==> src/rtl/tx_record_packer.sv <==
// Packs narrow user words into fixed-size records, MSB slot first, and buffers up to
// three closed records ahead of a tx_streamer-style valid/dreq output.
module tx_record_packer #(
  parameter int unsigned g_word_width    = 16,
  parameter int unsigned g_record_size   = 64,
  parameter int unsigned g_flush_timeout = 512
) (
  input  logic                     clk_sys_i,
  input  logic                     rst_i,
  input  logic [g_word_width-1:0]  in_data_i,
  input  logic                     in_valid_i,
  input  logic                     in_last_i,
  output logic                     in_dreq_o,
  output logic [g_record_size-1:0] tx_data_o,
  output logic                     tx_valid_o,
  input  logic                     tx_dreq_i,
  output logic                     tx_partial_o,
  output logic                     overflow_o
);

  localparam int unsigned Slots = g_record_size / g_word_width;
  localparam int unsigned WcW   = $clog2(Slots);
  localparam int unsigned IdleW = (g_flush_timeout > 0) ? $clog2(g_flush_timeout + 1) : 1;
  localparam int unsigned Depth = 3;

  logic [g_record_size-1:0] rec_q, rec_d;
  logic [WcW-1:0]           wc_q, wc_d, wc_eff, wc_inc;
  logic [IdleW-1:0]         idle_q, idle_d;
  logic [g_record_size:0]   mem_q [Depth];
  logic [1:0]               wr_ptr_q, rd_ptr_q, count_q, count_d;
  logic [g_record_size-1:0] tx_data_q;
  logic                     tx_valid_q, tx_partial_q, overflow_q, in_dreq_q;

  logic                     pop, can_push, timeout_hit, word_close;
  logic                     push, push_partial, drop;
  logic [g_record_size-1:0] push_data, word_top, placed, word_rec;

  assign pop         = tx_dreq_i && (count_q != 2'd0);
  // A pop at the same edge frees the head slot, so a push into a full FIFO still fits.
  assign can_push    = (count_q < 2'(Depth)) || pop;
  assign timeout_hit = (g_flush_timeout > 0) && (wc_q != '0) &&
                       (idle_q == IdleW'(g_flush_timeout));

  // A pending timeout close means the incoming word starts a fresh record.
  assign wc_eff   = timeout_hit ? '0 : wc_q;
  assign wc_inc   = wc_eff + 1'b1;
  assign word_top = {in_data_i, {(g_record_size - g_word_width){1'b0}}};
  assign placed   = word_top >> (32'(wc_eff) * g_word_width);
  assign word_rec = ((wc_eff == '0) ? '0 : rec_q) | placed;
  assign word_close = in_last_i || (wc_eff == WcW'(Slots - 1));

  always_comb begin
    push         = 1'b0;
    push_data    = rec_q;
    push_partial = 1'b1;
    drop         = 1'b0;
    rec_d        = rec_q;
    wc_d         = wc_q;
    idle_d       = idle_q;
    if (in_valid_i) begin
      if (timeout_hit) begin
        if (can_push) push = 1'b1;
        else          drop = 1'b1;
      end
      idle_d = '0;
      if (word_close && timeout_hit) begin
        // Second close in one edge: park it as a pending timeout close.
        rec_d  = word_rec;
        wc_d   = wc_inc;
        idle_d = IdleW'(g_flush_timeout);
      end else if (word_close) begin
        wc_d = '0;
        if (can_push) begin
          push         = 1'b1;
          push_data    = word_rec;
          push_partial = (wc_eff != WcW'(Slots - 1));
        end else begin
          drop = 1'b1;
        end
      end else begin
        rec_d = word_rec;
        wc_d  = wc_inc;
      end
    end else if (timeout_hit) begin
      if (can_push) begin
        push   = 1'b1;
        wc_d   = '0;
        idle_d = '0;
      end
    end else if ((g_flush_timeout > 0) && (wc_q != '0)) begin
      idle_d = idle_q + 1'b1;
    end
  end

  assign count_d = count_q + 2'(push) - 2'(pop);

  always_ff @(posedge clk_sys_i) begin
    if (rst_i) begin
      rec_q        <= '0;
      wc_q         <= '0;
      idle_q       <= '0;
      wr_ptr_q     <= '0;
      rd_ptr_q     <= '0;
      count_q      <= '0;
      tx_data_q    <= '0;
      tx_valid_q   <= 1'b0;
      tx_partial_q <= 1'b0;
      overflow_q   <= 1'b0;
      in_dreq_q    <= 1'b0;
    end else begin
      rec_q      <= rec_d;
      wc_q       <= wc_d;
      idle_q     <= idle_d;
      count_q    <= count_d;
      in_dreq_q  <= (count_d <= 2'd1);
      overflow_q <= overflow_q | drop;
      tx_valid_q <= pop;
      if (push) wr_ptr_q <= (wr_ptr_q == 2'(Depth - 1)) ? '0 : wr_ptr_q + 1'b1;
      if (pop) begin
        rd_ptr_q     <= (rd_ptr_q == 2'(Depth - 1)) ? '0 : rd_ptr_q + 1'b1;
        tx_data_q    <= mem_q[rd_ptr_q][g_record_size-1:0];
        tx_partial_q <= mem_q[rd_ptr_q][g_record_size];
      end
    end
  end

  always_ff @(posedge clk_sys_i) begin
    if (push) mem_q[wr_ptr_q] <= {push_partial, push_data};
  end

  assign in_dreq_o    = in_dreq_q;
  assign tx_data_o    = tx_data_q;
  assign tx_valid_o   = tx_valid_q;
  assign tx_partial_o = tx_partial_q;
  assign overflow_o   = overflow_q;

endmodule
==> config.mk <==
export PLATFORM = sky130hd
export DESIGN_NAME = tx_record_packer
export DESIGN_NICKNAME = d
export VERILOG_FILES = /design/src/rtl/tx_record_packer.sv
export SDC_FILE = /design/constraint.sdc
export NUM_CORES = 1
export LEC_CHECK = 0
export BUFFER_PORTS_ARGS = -buffer_cell sky130_fd_sc_hd__buf_4
export CAP_MARGIN = 15
export CORE_ASPECT_RATIO = 1.4
export CORE_MARGIN = 10
export CORE_UTILIZATION = 45
export CTS_CLUSTER_SIZE = 8
export DETAILED_ROUTE_END_ITERATION = 8
export GPL_ROUTABILITY_DRIVEN = 1
export PLACE_DENSITY_LB_ADDON = 0.15
export SYNTH_ARGS = -nofsm -noshare
export SYNTH_HDL_FRONTEND = slang
export SYNTH_SLANG_ARGS = --single-unit
==> constraint.sdc <==
create_clock -name clk_sys_i -period 8.49 [get_ports clk_sys_i]
set_input_delay 0.4245 -clock clk_sys_i [delete_from_list [all_inputs] [get_ports clk_sys_i]]
set_output_delay 0.4245 -clock clk_sys_i [all_outputs]
set_load 0.05 [all_outputs]
# After elaboration in Yosys (flattened, before gate mapping)
# Memory sizes are Yosys's and may differ from the RTL's. A register that Yosys moved wholly into a read port is not among the register bits.
# Index checks and enable logic that the tools add are counted.
# Widths: inputs -> output; s select.
dict set report word_totals {
  regBits 85
  mem_bits_rw 195
  output_inout_bits 68
  wordCells 80
  memories 1
}
# name depth width rd rd_ports_with_merged_regs write_ports line_no
set mem_list {}
lappend mem_list {mem_q 3 65 1 1 1 29} ;# logic [g_record_size:0] mem_q [Depth];
dict set report classes {
  n_addsub 6
  order_cmp 2
  eq_ne 7
  n_shift 1
  muxes 38
  bitwise 2
  n_reduce_logical 14
}
# cell count
set op_table {}
lappend op_table {{$mux 64} 7}
lappend op_table {{$or 64x64->64} 1}
lappend op_table {{$shr 64x6->64} 1}
lappend op_table {{$mux 10} 5}
lappend op_table {{$mux 1} 18}
lappend op_table {{$mux 2} 8}
lappend op_table {{$add 10x1->10 const B} 1}
lappend op_table {{$eq 10x10->1 const B} 1}
lappend op_table {{$reduce_bool 2->1} 4}
lappend op_table {{$add 2x1->2 const B} 3}
lappend op_table {{$eq 2x2->1 const B} 3}
lappend op_table {{$reduce_and 2->1} 3}
lappend op_table {{$logic_and 1x1->1} 3}
lappend op_table {{$ne 3x3->1 const B} 1}
lappend op_table {{$reduce_bool 3->1} 1}
lappend op_table {{$add 2x1->2} 1}
lappend op_table {{$le 2x1->1 const B} 1}
lappend op_table {{$logic_not 2->1} 1}
lappend op_table {{$logic_or 1x1->1} 2}
lappend op_table {{$lt 2x2->1 const B} 1}
lappend op_table {{$ne 2x1->1 const B} 1}
lappend op_table {{$ne 2x2->1 const B} 1}
lappend op_table {{$sub 2x1->2} 1}
lappend op_table {{$or 1x1->1} 1}

# Longest topological paths before layout
# Gate-level depths: netlist of the first run.
dict set report depth {
  depth_word 12
  ltp_mapped 11
  depth_no_buf 11
}

# Worst setup path before layout of the first run
# Ideal clock, no wire load.
dict set report synth_path {
  path_kind {register to register}
  start {register idle_q[0]}
  end {register wr_ptr_q[1]}
  setup_time_ps 79
  arrival_ps 6578
  required_time_ps 8411
  slack_ps 1833
  path_stages_with_launch 8
  path_buffers 0
  path_cell_list {dfxtp_1 > inv_1 > ha_1 > nor2b_1 > nand4_4 > a21o_1 > nor3b_1 > o21ba_2}
}
dict set report synth_between {
  elab_chain_cells 8
  elab_cells_between_ends 11
}
# item line_no
set synth_rtl {}
lappend synth_rtl {{start: declaration} 28} ;# logic [IdleW-1:0] idle_q, idle_d;
lappend synth_rtl {{start signal: assignment} 113} ;# idle_q <= idle_d;
lappend synth_rtl {{$eq 10x10->1 *} 42} ;# (idle_q == IdleW'(g_flush_timeout));
lappend synth_rtl {{$logic_and 1x1->1 *} 41} ;# assign timeout_hit = (g_flush_timeout > 0) && (wc_q != '0) &&
lappend synth_rtl {{$mux 2} 45} ;# assign wc_eff = timeout_hit ? '0 : wc_q;
lappend synth_rtl {{$eq 2x2->1} 50} ;# assign word_close = in_last_i || (wc_eff == WcW'(Slots - 1));
lappend synth_rtl {{$logic_or 1x1->1} 50}
lappend synth_rtl {{$mux 1 or $logic_and 1x1->1 (tied branches)} {71, 66}}
lappend synth_rtl {{$mux 1} 66} ;# if (word_close && timeout_hit) begin
lappend synth_rtl {{$mux 1 *} 60} ;# if (in_valid_i) begin
lappend synth_rtl {{end signal: assignment} 118} ;# if (push) wr_ptr_q <= (wr_ptr_q == 2'(Depth - 1)) ? '0 : wr_ptr_q + 1'b1;
lappend synth_rtl {{end: declaration} 30} ;# logic [1:0] wr_ptr_q, rd_ptr_q, count_q, count_d;
# Every way passes the cells marked *; elsewhere a longest branch is shown, timed or not.
# A chain may end at the register's enable or synchronous reset.

# Worst setup path in the final report of the first run
dict set report layout_path {
  start {register wc_q[1]}
  end {memory mem_q[0][30] (netlist name) (enable)}
}
dict set report layout_between {
  elab_chain_cells 10
  elab_cells_between_ends 13
}
# item line_no
set layout_rtl {}
lappend layout_rtl {{start: declaration} 27} ;# logic [WcW-1:0] wc_q, wc_d, wc_eff, wc_inc;
lappend layout_rtl {{start signal: assignment} 112} ;# wc_q <= wc_d;
lappend layout_rtl {{$reduce_bool 2->1} 41}
lappend layout_rtl {{$logic_and 1x1->1} 41}
lappend layout_rtl {{$mux 2} 45}
lappend layout_rtl {{$eq 2x2->1} 50}
lappend layout_rtl {{$logic_or 1x1->1} 50}
lappend layout_rtl {{$mux 1 or $logic_and 1x1->1 (tied branches)} {71, 66}}
lappend layout_rtl {{$mux 1} 66}
lappend layout_rtl {{$mux 1 *} 60}
lappend layout_rtl {{$mux 1 *} 128} ;# if (push) mem_q[wr_ptr_q] <= {push_partial, push_data};
lappend layout_rtl {{$mux 1 (not written as such) *} 128}
lappend layout_rtl {{end: declaration} 29}
# Marks and branches as above.

==> results.cfg, run 1 <==
[grt]
grt_max_degree = 101
antenna_found_initial = 0
grt-ovfl-total = 0
grt_pass1_wl_um = 50600
track_usage = 0.178
grt_pass1_vias = 8393

[clock_tree]
worstSkewPairLatency_ns = 0.55
holdBufCountCts = 0
cts-root-buf = clkbuf_16
htree_levels = 2
cts_buffer_depth = 3
path_clk_slew_ns = 0.05
ctsResizeCount = 0
cts.sinks = 345
cts_setup_buffers = 0
cts_tree = yes
cts_made_buffers = 49

[power]
power_frac_comb = 0.198
seqPwrFrac = 0.421
powerDensity_nw_per_um2 = 302
p_total_mw = 4.70
max-vdd-ir-drop_uv = 161
clock_power_share = 0.381
p_sw_mw = 1.42
p_sw_frac = 0.302
p_leak_nw = 5.33
internal_power_mw = 3.28

[routing]
viasPerCell = 5.51
routed_wl_um = 33300
first_pass_iters = 6
via_count = 8512
drc = 0
wl_per_cell_um = 21.6
drtIter0Drc = 615
ant_nets = 0

[yosys]
ys.flop_type = edfxtp_1
synth-edff-count = 195
synthesis.area_um2 = 13200
synth_area_leader_cell = edfxtp_1
synth_area_leaders = edfxtp_1 44%, dfxtp_1 23%, nand2_1 5.3%, a22o_1 4.4%, mux2i_1 4.0%
seq_area_frac_synth = 0.671
synth_top_area_frac = 0.443
synth_nets = 1075
synth_cell_types = 52
avgSynthCellArea_um2 = 12.6
syn_inst = 1050
ys_warn_count = 0
synth-seq-cells = 345
async_flop_share = 0

[timing]
hold_viol_final = 0
min_period_ns = 3.01
tightest_slew_ns = 1.16
report.final.setup_viol = 0
grt_setup_unrepaired = no
finClkSkew_ns = 0.0216
drv_slew = 0
max_freq_ghz = 0.332
relSlewSlack = 0.222
post-route-period-util = 0.355
setup-tns-final_ns = 0

[final_layout]
final_cell_mix = 195 x edfxtp_1, 185 x nand2_1, 148 x dfxtp_1
num_antenna_cells = 0
synthToLayoutAreaGrowth_pct = 17.8
fin_cells = 1546
fin_util = 0.535
num-fill-cells = 2528
final_nets = 1150
drive_gt1_frac = 0.156
final_common_cell = edfxtp_1

[floorplan]
dieWidth_um = 165
rows = 74
die_h_um = 223
num_io_pins = 89
start_util = 0.454
die_area_um2 = 36700
core_area_um2 = 29100

[worst_setup_path]
cp-end-kind = flop
cp-start-kind = flop
required_ns = 8.65
arrival_ns = 3.17
critPathMaxFanout = 65
worst-setup-path-type = reg -> reg

[status]
status = finished, final reports clean

[placed_design]
hpwlAfterDp_um = 19300
port_buffers = 88
gp_congestion = 0.818
dp.cells = 1454

[flow_run]
drv_cap = 0

[hold_path]
hold_class = in -> reg
-- synth_stat cells, types with 4 or more instances --
| library cell | number |
|---|---|
| edfxtp_1 | 195 |
| nand2_1 | 185 |
| dfxtp_1 | 150 |
| a21oi_1 | 70 |
| o21ai_0 | 68 |
| a22o_1 | 66 |
| mux2i_1 | 53 |
| clkbuf_1 | 43 |
| o2bb2ai_1 | 38 |
| nor2_1 | 19 |
| and2_1 | 17 |
| nand2b_1 | 17 |
| a221o_1 | 13 |
| buf_2 | 13 |
| o2bb2ai_2 | 10 |
| buf_1 | 8 |
| buf_6 | 8 |
| xnor2_1 | 7 |
| nand3_1 | 5 |
| nor3b_1 | 5 |
| ha_1 | 4 |
| inv_1 | 4 |
| nor2b_1 | 4 |
| or3_1 | 4 |
-- kinds of logic after synthesis --
logic type               Yosys count  share of synthesized area
buffers and inverters             78                     0.0285
AO/OA/AOI/OAI                    278                      0.150
adder cells (fa/ha/maj)            4                    0.00379
AND/OR/NAND/NOR                  283                      0.100
flip-flops                       345                      0.671
XOR/XNOR                           8                    0.00531
multiplexers                      54                     0.0410
-- power by group through the flow --
stage	sequential (mW)	clock, mW	combinational (mW)
5_1_grt	1.99	1.91	1.00
6_report	1.98	1.79	0.929
4_1_cts	1.98	1.82	0.946
3_5_place_dp	2.01	0	0.945
3_3_place_gp	2.01	0	0.939
2_1_floorplan	2.24	0	0.401
-- per-stage QoR --
stage	worst slack (ns)	area, µm²	hold slack, ns
after floorplan	1.83	13200	0.430
after global placement	5.50	14100	0.442
after detailed placement	5.49	14100	0.444
after CTS	5.49	15600	0.227
after global routing	5.28	15600	0.245
final	5.48	15600	0.247
-- layer usage --
metal  track usage  wire length [µm]
met1         0.222             14100
met2         0.302             16800
met3        0.0318              1550
met4        0.0633               871
met5             0                 0
-- path summary, 6_finish.rpt --
path	start	endpoint	slack, ns	cells past startpoint
worst min-delay path	in_last_i	idle_q[9]	0.25	3
worst max register to register	wc_q[1]	mem_q[0][30]	5.48	6
worst max-delay path	wc_q[1]	mem_q[0][30]	5.48	6
worst min register to register	tx_data_o[17]	tx_data_o[17]	0.45	2
-- sequential cells by signal, indices dropped and copies added (netlist names), 2 cells and up --
register   cells
wr_ptr_q       2
tx_data_o     64
rec_q         64
count_q        2
mem_q        195
rd_ptr_q       2
wc_q           2
idle_q        10
-- final cells by class --
cell class	count	area, µm²	share of cell area
clock buffers	90	1420	0.0915
repair buffers	98	736	0.0473
inverters	4	15.0	0.000965
multi-input cells	627	4020	0.259
well taps	380	475	0.0306
flip-flops and latches	345	8870	0.570
clock inverters	2	17.5	0.00113
-- worst max-delay path, stage by stage, from the launching register on --
cell	delay (ns)
dfxtp_1	0.52
or2_1	0.35
nand4_4	0.24
a21o_1	0.28
or3_1	0.36
inv_2	0.06
buf_4	0.78
(Power assumes the default switching activity.)
==> inputs of run 2 (changes only) <==
==> constraint.sdc (replaced) <==
create_clock -name clk_sys_i -period 2.4 [get_ports clk_sys_i]
set_input_delay 0.12 -clock clk_sys_i [delete_from_list [all_inputs] [get_ports clk_sys_i]]
set_output_delay 0.12 -clock clk_sys_i [all_outputs]
set_load 0.05 [all_outputs]
==> run 2 against run 1 <==
  * The run now ends with negative setup slack left
  * Fmax is 23% higher
  * Clock skew fell by 0.0085 ns
  * Global-route usage increased by 0.83 points
  * Combinational power rose to 3.9 times the previous value
  * Register-to-register slack lost 5.5 ns
  * Critical endpoint is now mem_q[0][8]
==> results.cfg, run 2 (synthesis gave the netlist of run 1 again) <==
[grt]
grt_pass1_vias = 8780
grtUsageMet3 = 0.0366
grt-busiest-layer = met2
antenna_found_initial = 0
grt_pass1_wl_um = 52500
use_met2 = 0.318
grt_max_degree = 76
grt-ovfl-total = 0
track_usage = 0.186
grt_util_met1 = 0.222

[worst_setup_path]
worst-setup-path-type = reg -> reg
required_ns = 2.69
arrival_ns = 2.74
timing.rr.end = mem_q[0][8]
max_stage_delay_ns = 0.51
crit_chain = nor4_4 -> nand4_4 -> nand2_4 -> ha_4 -> nand2_1 -> or3_4 -> clkbuf_16 -> a22o_1
r2r_start = idle_q[7]
rr_worst_depth = 8
cp_slowest_cell = or3_4
cp-start-kind = flop
critPathMaxFanout = 16
startpoint = idle_q[7]
r2r_setup_slack_ns = -0.05
cp-end-kind = flop

[floorplan]
die_h_um = 223
rows = 74
core_area_um2 = 29100
die_area_um2 = 36700
num_io_pins = 89
start_util = 0.454
dieWidth_um = 165

[power]
p_sw_frac = 0.305
max-vdd-ir-drop_uv = 496
p_leak_nw = 5.87
seqPwrFrac = 0.416
internal_power_mw = 11.7
powerDensity_nw_per_um2 = 1010
clock_power_share = 0.370
p_sw_mw = 5.11
power_frac_comb = 0.213

[hold_path]
hold_end = mem_q[1][54]
hold_depth = 2
min_from = in_data_i[6]
hold_class = in -> reg

[routing]
drc = 0
routed_wl_um = 36000
drtIter0Drc = 619
ant_nets = 0
wl_per_cell_um = 22.3
first_pass_iters = 5
via_count = 8868
viasPerCell = 5.48

[final_layout]
synthToLayoutAreaGrowth_pct = 25.9
final_common_cell = edfxtp_1
final_cell_mix = 195 x edfxtp_1, 184 x nand2_1, 146 x dfxtp_1
num_antenna_cells = 0
fin_cells = 1619
drive_gt1_frac = 0.207
num-fill-cells = 2430
largest_reg_flops = 195
final_cell_area_um2 = 16600
final_nets = 1224
largest_register = mem_q

[status]
status = complete, but fails checks
violations = negative setup slack

[clock_tree]
worstSkewPairLatency_ns = 0.55
cts_made_buffers = 49
path_clk_slew_ns = 0.05
htree_levels = 2
cts_tree = yes
cts_buffer_depth = 3
cts-root-buf = clkbuf_16
cts.sinks = 345

[timing]
tightest_slew_ns = 1.22
fin_ws_ns = -0.0537
relSlewSlack = 0.181
grt_setup_unrepaired = yes
drv_slew = 0
hold_viol_final = 0
post-route-period-util = 1.02
finClkSkew_ns = 0.0131
report.final.setup_viol = 199
min_period_ns = 2.45
max_freq_ghz = 0.408

[flow_run]
drv_cap = 0

[placed_design]
hpwlAfterDp_um = 21400
place_ws_ns = -0.101
port_buffers = 88
placed_area_um2 = 14600
dp.cells = 1495
gp_congestion = 0.811
==> run 2: metal layers <==
metal	share of wire	up-vias
met5	0	-
met4	0.029	0
met3	0.057	61
met2	0.51	259
met1	0.40	4352
li1	-	4196
==> run 2: timing repair <==
action                                 in CTS  in global routing
setup endpoints to repair                 213                366
endpoints found under the hold margin      45                 12
resized for setup                           6                 24
pin swaps                                  13                 43
hold buffers                                9                  3
setup buffers                               4                  4
cloned                                      3                 10
==> run 2: power by group through the flow <==
stage / clock network, mW / logic (mW) / registers [mW]
5_1_grt: 6.62 / 3.84 / 7.03
4_1_cts: 6.31 / 3.55 / 6.99
2_1_floorplan: 0 / 1.43 / 7.91
3_3_place_gp: 0 / 3.46 / 7.09
3_5_place_dp: 0 / 3.48 / 7.10
6_report: 6.22 / 3.58 / 6.99
==> run 2: cell type report <==
type	instances	area (µm²)	area share
clock inverters	3	26.3	0.00158
well taps	380	475	0.0286
repair buffers	172	1720	0.104
multi-input cells	627	4140	0.249
inverters	4	18.8	0.00113
flip-flops and latches	345	8870	0.534
clock buffers	88	1370	0.0826
==> run 2: critical path, delay by kind of cell (launching register included) <==
| kind | cells | cell delay, ns |
|---|---|---|
| DFF | 1 | 0.33 |
| buffers and inverters | 1 | 0.24 |
| AOI/OAI and AO/OA | 1 | 0.23 |
| and+or+nand+nor | 5 | 1.24 |
| adders and majority gates | 1 | 0.14 |
==> run 2: worst max-delay path by stage <==
stage | end | slack (ns)
detailed placement | mem_q[0][30] | -0.10
global route | mem_q[0][8] | -0.13
finish | mem_q[0][8] | -0.05
global placement | mem_q[2][30] | -0.08
floorplan | mem_q[1][0] | -0.88
CTS | mem_q[0][61] | -0.02
==> run 2: metrics by stage <==
stage	hold slack, ns	util	setup TNS [ns]	total power, mW
floorplan	0.302	-	-125.93	9.34
global placement	0.443	0.502	-11.99	10.6
detailed placement	0.445	0.502	-14.18	10.6
CTS	0.00356	0.558	-0.324	16.9
global route	0.0117	0.572	-26.72	17.5
finish	0.0197	0.572	-6.37	16.8
